### src/rtl/sync_debounce.sv
// Single-bit input conditioner: P_NSYNC-flop synchronizer followed by a debounce FSM
// producing a clean level plus one-cycle rise/fall pulses. Optional glitch counter: SYNC_DEBOUNCE_GLITCH_CNT_EN.
module sync_debounce #(
  parameter int unsigned P_NSYNC  = 2,
  parameter int unsigned P_CNT_W  = 16,
  parameter logic        P_DEFVAL = 1'b0
) (
  input  logic               clk,
  input  logic               rst_n,
  input  logic               din,
  input  logic [P_CNT_W-1:0] thresh,
  output logic               level,
  output logic               rise,
  output logic               fall,
  output logic               busy
`ifdef SYNC_DEBOUNCE_GLITCH_CNT_EN
  ,
  output logic [7:0]         glitch_cnt
`endif
);

  localparam int unsigned CNT_W  = P_CNT_W;
  localparam int unsigned NSYNC  = P_NSYNC;
  localparam int unsigned GLCH_W = 8;

  typedef enum logic [1:0] {
    ST_LO   = 2'd0,
    PEND_HI = 2'd1,
    ST_HI   = 2'd2,
    PEND_LO = 2'd3
  } state_e;

  localparam state_e RST_STATE = P_DEFVAL ? ST_HI : ST_LO;

  logic [NSYNC-1:0] sync_q, sync_d;
  logic             s;

  state_e           state_q, state_d;
  logic [CNT_W-1:0] cnt_q, cnt_d;
  logic [CNT_W-1:0] t_eff;
  logic [CNT_W:0]   cnt_inc;
  logic             hit;

  logic level_q, level_d;
  logic rise_q, rise_d;
  logic fall_q, fall_d;
  logic busy_q, busy_d;

  // Synchronizer shift chain; the last stage feeds the FSM.
  always_comb begin
    sync_d = {sync_q[NSYNC-2:0], din};
  end

  always_ff @(posedge clk or negedge rst_n) begin
    if (!rst_n) begin
      sync_q <= {NSYNC{P_DEFVAL}};
    end else begin
      sync_q <= sync_d;
    end
  end

  assign s = sync_q[NSYNC-1];

  // State, counter and registered outputs.
  always_ff @(posedge clk or negedge rst_n) begin
    if (!rst_n) begin
      state_q <= RST_STATE;
      cnt_q   <= '0;
      level_q <= P_DEFVAL;
      rise_q  <= 1'b0;
      fall_q  <= 1'b0;
      busy_q  <= 1'b0;
    end else begin
      state_q <= state_d;
      cnt_q   <= cnt_d;
      level_q <= level_d;
      rise_q  <= rise_d;
      fall_q  <= fall_d;
      busy_q  <= busy_d;
    end
  end

  // Next state: thresh of zero behaves as one; compare one bit wider so cnt+1 never wraps.
  always_comb begin
    state_d = state_q;
    cnt_d   = cnt_q;
    t_eff   = (thresh == '0) ? CNT_W'(1) : thresh;
    cnt_inc = {1'b0, cnt_q} + (CNT_W+1)'(1);
    hit     = (cnt_inc >= {1'b0, t_eff});
    unique case (state_q)
      ST_LO: begin
        if (s) begin
          if (t_eff == CNT_W'(1)) begin
            state_d = ST_HI;
          end else begin
            state_d = PEND_HI;
            cnt_d   = CNT_W'(1);
          end
        end
      end
      PEND_HI: begin
        if (!s) begin
          state_d = ST_LO;
          cnt_d   = '0;
        end else if (hit) begin
          state_d = ST_HI;
          cnt_d   = '0;
        end else begin
          cnt_d = cnt_inc[CNT_W-1:0];
        end
      end
      ST_HI: begin
        if (!s) begin
          if (t_eff == CNT_W'(1)) begin
            state_d = ST_LO;
          end else begin
            state_d = PEND_LO;
            cnt_d   = CNT_W'(1);
          end
        end
      end
      PEND_LO: begin
        if (s) begin
          state_d = ST_HI;
          cnt_d   = '0;
        end else if (hit) begin
          state_d = ST_LO;
          cnt_d   = '0;
        end else begin
          cnt_d = cnt_inc[CNT_W-1:0];
        end
      end
      default: begin
        state_d = RST_STATE;
        cnt_d   = '0;
      end
    endcase
  end

  // Outputs follow the state being entered; pulses mark a committed flip only.
  always_comb begin
    level_d = (state_d == ST_HI) || (state_d == PEND_LO);
    busy_d  = (state_d == PEND_HI) || (state_d == PEND_LO);
    rise_d  = (state_d == ST_HI) && ((state_q == ST_LO) || (state_q == PEND_HI));
    fall_d  = (state_d == ST_LO) && ((state_q == ST_HI) || (state_q == PEND_LO));
  end

  assign level = level_q;
  assign rise  = rise_q;
  assign fall  = fall_q;
  assign busy  = busy_q;

`ifdef SYNC_DEBOUNCE_GLITCH_CNT_EN
  logic [GLCH_W-1:0] glitch_q, glitch_d;
  logic              abort_c;

  // An abort is a pending state falling back to the stable state it came from.
  always_comb begin
    abort_c  = ((state_q == PEND_HI) && (state_d == ST_LO)) ||
               ((state_q == PEND_LO) && (state_d == ST_HI));
    glitch_d = glitch_q;
    if (abort_c && (glitch_q != {GLCH_W{1'b1}})) begin
      glitch_d = glitch_q + GLCH_W'(1);
    end
  end

  always_ff @(posedge clk or negedge rst_n) begin
    if (!rst_n) begin
      glitch_q <= '0;
    end else begin
      glitch_q <= glitch_d;
    end
  end

  assign glitch_cnt = glitch_q;
`endif

endmodule

### config.mk
export PLATFORM = sky130hd
export DESIGN_NAME = sync_debounce
export DESIGN_NICKNAME = d
export VERILOG_FILES = /design/src/rtl/sync_debounce.sv
export SDC_FILE = /design/constraint.sdc
export NUM_CORES = 1
export LEC_CHECK = 0
export CELL_PAD_IN_SITES_DETAIL_PLACEMENT = 0
export CELL_PAD_IN_SITES_GLOBAL_PLACEMENT = 1
export CORE_UTILIZATION = 42
export DETAILED_ROUTE_END_ITERATION = 16
export PLACE_DENSITY_LB_ADDON = 0.12
export SYNTH_ARGS = -nofsm -noshare
export SYNTH_HDL_FRONTEND = slang
export SYNTH_SLANG_ARGS = --single-unit
### constraint.sdc
create_clock -name clk -period 3.67 [get_ports clk]
set_input_delay 0.367 -clock clk [delete_from_list [all_inputs] [get_ports clk]]
set_output_delay 0.367 -clock clk [all_outputs]
set_load 0.01 [all_outputs]
==> reports/metrics.cfg, run 1 <==
[logic_synthesis]
synth-seq-area-share_pct = 34.2
synth_area_leader_cell = dfrtp_1
synth_compound_area_share_pct = 18.9
synth_top_family_by_area = simple AND/OR/NAND/NOR gates
synth_seq_cells = 23
synthXorXnorAreaFrac_pct = 5.20
netlist_instances = 182
netlist_area_um2 = 1680
synth_edf_count = 0
synth-main-ff-cell = dfrtp_1
synth_fa_ha_area_share_pct = 12.6
async_flop_share_pct = 100
yosys.area_share.simple_pct = 21.2
ys_types = 43
synth_common_cells = 23 x dfrtp_1, 21 x inv_1, 21 x nand2_1, 17 x ha_1
ys_top_cells_by_area = dfrtp_1 34%, ha_1 13%, inv_1 4.7%, nand2_1 4.7%, a22o_1 3.6%
synth_top_area_share_pct = 34.2
synth_mux_area_share_pct = 2.01
synth.most_common_cell = dfrtp_1
synth_area_per_cell_um2 = 9.25
yosys_warnings = 0
synth_nets = 218

[detailed_routing]
drcViolationCount = 0
firstDrtPassIters = 4
vias = 1490
drtIter0Drc = 74
drt-vias-per-instance = 5.69
ant_nets = 0
wl_per_cell_um = 14.8
wl_mm = 3.87

[sta]
rsz0062_at_grt = no
finalHoldViolCount = 0
worst_slack_ps = 296
slew_headroom_pct = 34.3
tightest_slew_ps = 982
skew_ps = 3.26
fmax_mhz = 296
fin_crit_sh_pct = 91.9
finalSetupTns_ps = 0
whs_ps = 363
setup_violations = 0
slew_viol_final = 0
fin_crit_ps = 3370

[finish]
fillers = 368
nets = 251
area_growth_pct = 23.3
multi_input_area_um2 = 1030
drive_gt1_share_pct = 12.6
regArea_um2 = 577
final_util_pct = 55.4
diodes = 0

[clock_network]
postCtsHoldBufs = 0
worstSkewPairLatency_ps = 260
numCtsBuffers = 3
root_buffer = clkbuf_8
cts_sinks = 23
cts_buffer_depth = 2
htree_levels = 1
cts_tree = built
clk_pin_slew_ps = 80

[setup_path]
critPathBufInv = 1
cp-start-kind = flop
slowest_delay_ps = 420
cp.depth = 12
cp_cell_sequence = nand2_1 -> nor2_2 -> nand4_1 -> nor3_1 -> xor2_1 -> ha_1 -> nand3_1 -> inv_1 -> a221oi_2 -> o31ai_4 -> o31a_2 -> mux2_2
r2r-end = state_q[1]$_DFF_PN0_
crit_family = simple AND/OR/NAND/NOR gates
endpoint_kind = flop
worstSetupPathType = reg -> reg
crit_end = state_q[1]$_DFF_PN0_
rr_startpoint = cnt_q[5]$_DFFE_PN0P_
critPathMaxFanout = 11
cp-startpoint = cnt_q[5]$_DFFE_PN0P_
worstPathArrival_ps = 3520
cpMaxStageDelayCell = dfrtp_1
rr_worst_depth = 12
reg2reg_setup_slack_ps = 300
required_ps = 3820

[outcome]
status = completed

[power_and_ir_drop]
clockPowerShare_pct = 19.1
vdd_drop_max_uv = 368
p_int_mw = 0.514
powerDensity_nw_per_um2 = 380
power_frac_comb_pct = 39.4
p_leak_nw = 1.03
pwr-share-seq_pct = 41.5
power_mw = 0.788
power.switching_mw = 0.273
p_sw_share_pct = 34.7

[hold_path]
min_path_type = reg -> reg

[floorplan]
core_area_um2 = 3740
num_rows = 22
die_y_um = 65.3
die_area_um2 = 4260
io_pins = 23
die_w_um = 65.3
initial_core_util_pct = 45.0

[grt]
first_global_vias = 1456
track_usage_pct = 19.9
grt_max_degree = 24
antenna_found_initial = 0
grt_pass1_wl_mm = 6.52
grt_overflow = 0

[place]
hpwl_mm = 3.14
io_buffers = 22
place_congestion = 0.848
dpl_worst_slack_ps = 189

[flow_run]
drv_cap = 0

[what timing repair did]
item                                    4_1_cts  5_1_grt
buffers inserted                              0        3
endpoints found under the setup margin        0       17
resized for setup                             0        4
[cells in the final DEF, fill, tap and decap left out, types with 2 or more instances in the layout]
cell type / count
a2111oi_0: 4
a21o_1: 5
a21oi_1: 7
a221o_1: 2
a22o_1: 7
and3_1: 2
and3b_1: 2
buf_4: 9
clkbuf_8: 3
clkdlybuf4s50_1: 22
dfrtp_1: 22
ha_1: 17
inv_1: 21
mux2_2: 3
nand2_1: 21
nand2b_1: 5
nand3_1: 7
nand4_1: 3
nor2_1: 5
nor3_1: 4
nor4_1: 6
o21ai_0: 4
o41ai_1: 2
xnor2_1: 6
xor2_1: 4
[flip-flops by register name (all words and copies together) (netlist names)]
signal	count
state_q	2
cnt_q	16
level	1
sync_q	2
rise	1
fall	1
[power groups by stage]
stage	sequential (mW)	combinational (mW)	clock [mW]
2_1_floorplan	0.329	0.177	0
3_3_place_gp	0.329	0.304	0
3_5_place_dp	0.330	0.311	0
4_1_cts	0.325	0.312	0.155
5_1_grt	0.333	0.350	0.167
6_report	0.327	0.311	0.150
[worst min-delay path by stage]
stage,cells after the start,slack [ps],startpoint,to
floorplan,0,70,rst_n,cnt_q[0]$_DFFE_PN0P_
global placement,0,340,sync_q[0]$_DFF_PN0_,sync_q[1]$_DFF_PN0_
detailed placement,0,340,sync_q[0]$_DFF_PN0_,sync_q[1]$_DFF_PN0_
CTS,0,370,sync_q[0]$_DFF_PN0_,sync_q[1]$_DFF_PN0_
global route,0,380,sync_q[0]$_DFF_PN0_,sync_q[1]$_DFF_PN0_
finish,0,360,sync_q[0]$_DFF_PN0_,sync_q[1]$_DFF_PN0_
[final cells by class]
cell class | count | share of cell area [%]
inverters | 21 | 3.80
clock buffers | 4 | 2.17
repair buffers | 31 | 13.9
flip-flops and latches | 23 | 27.8
well taps | 48 | 2.90
multi-input cells | 135 | 49.5
[cell families (layout without fill, tap and decap cells)]
kind of cell               after synthesis  after routing
and+or+nand+nor                         66             66
AOI/OAI and AO/OA                       39             39
buffers and inverters                   24             56
DFF                                     23             23
adders and majority gates               17             17
xor gates and xnor gates                10             10
muxes                                    3              3
[through the flow]
| stage | area (µm²) | std cells |
|---|---|---|
| finish | 2070 | 262 |
| global route | 2070 | 262 |
| CTS | 2030 | 259 |
| detailed placement | 1990 | 255 |
| global placement | 1990 | 255 |
| floorplan | 1680 | 182 |
[metal layers]
layer	wire [µm]	part of all wire, %	track usage, %
met1	1740	45	25.4
met2	1860	48	33.0
met3	218	5.6	3.13
met4	56	1.4	8.97
met5	0	0	0
Power figures use the tool's default switching activity.
==> run 2, diff against run 1 <==
- CAP_MARGIN: unset -> 5
==> results of run 2 <==
No change in the layout: final DEF, timing and power equal those of run 1.
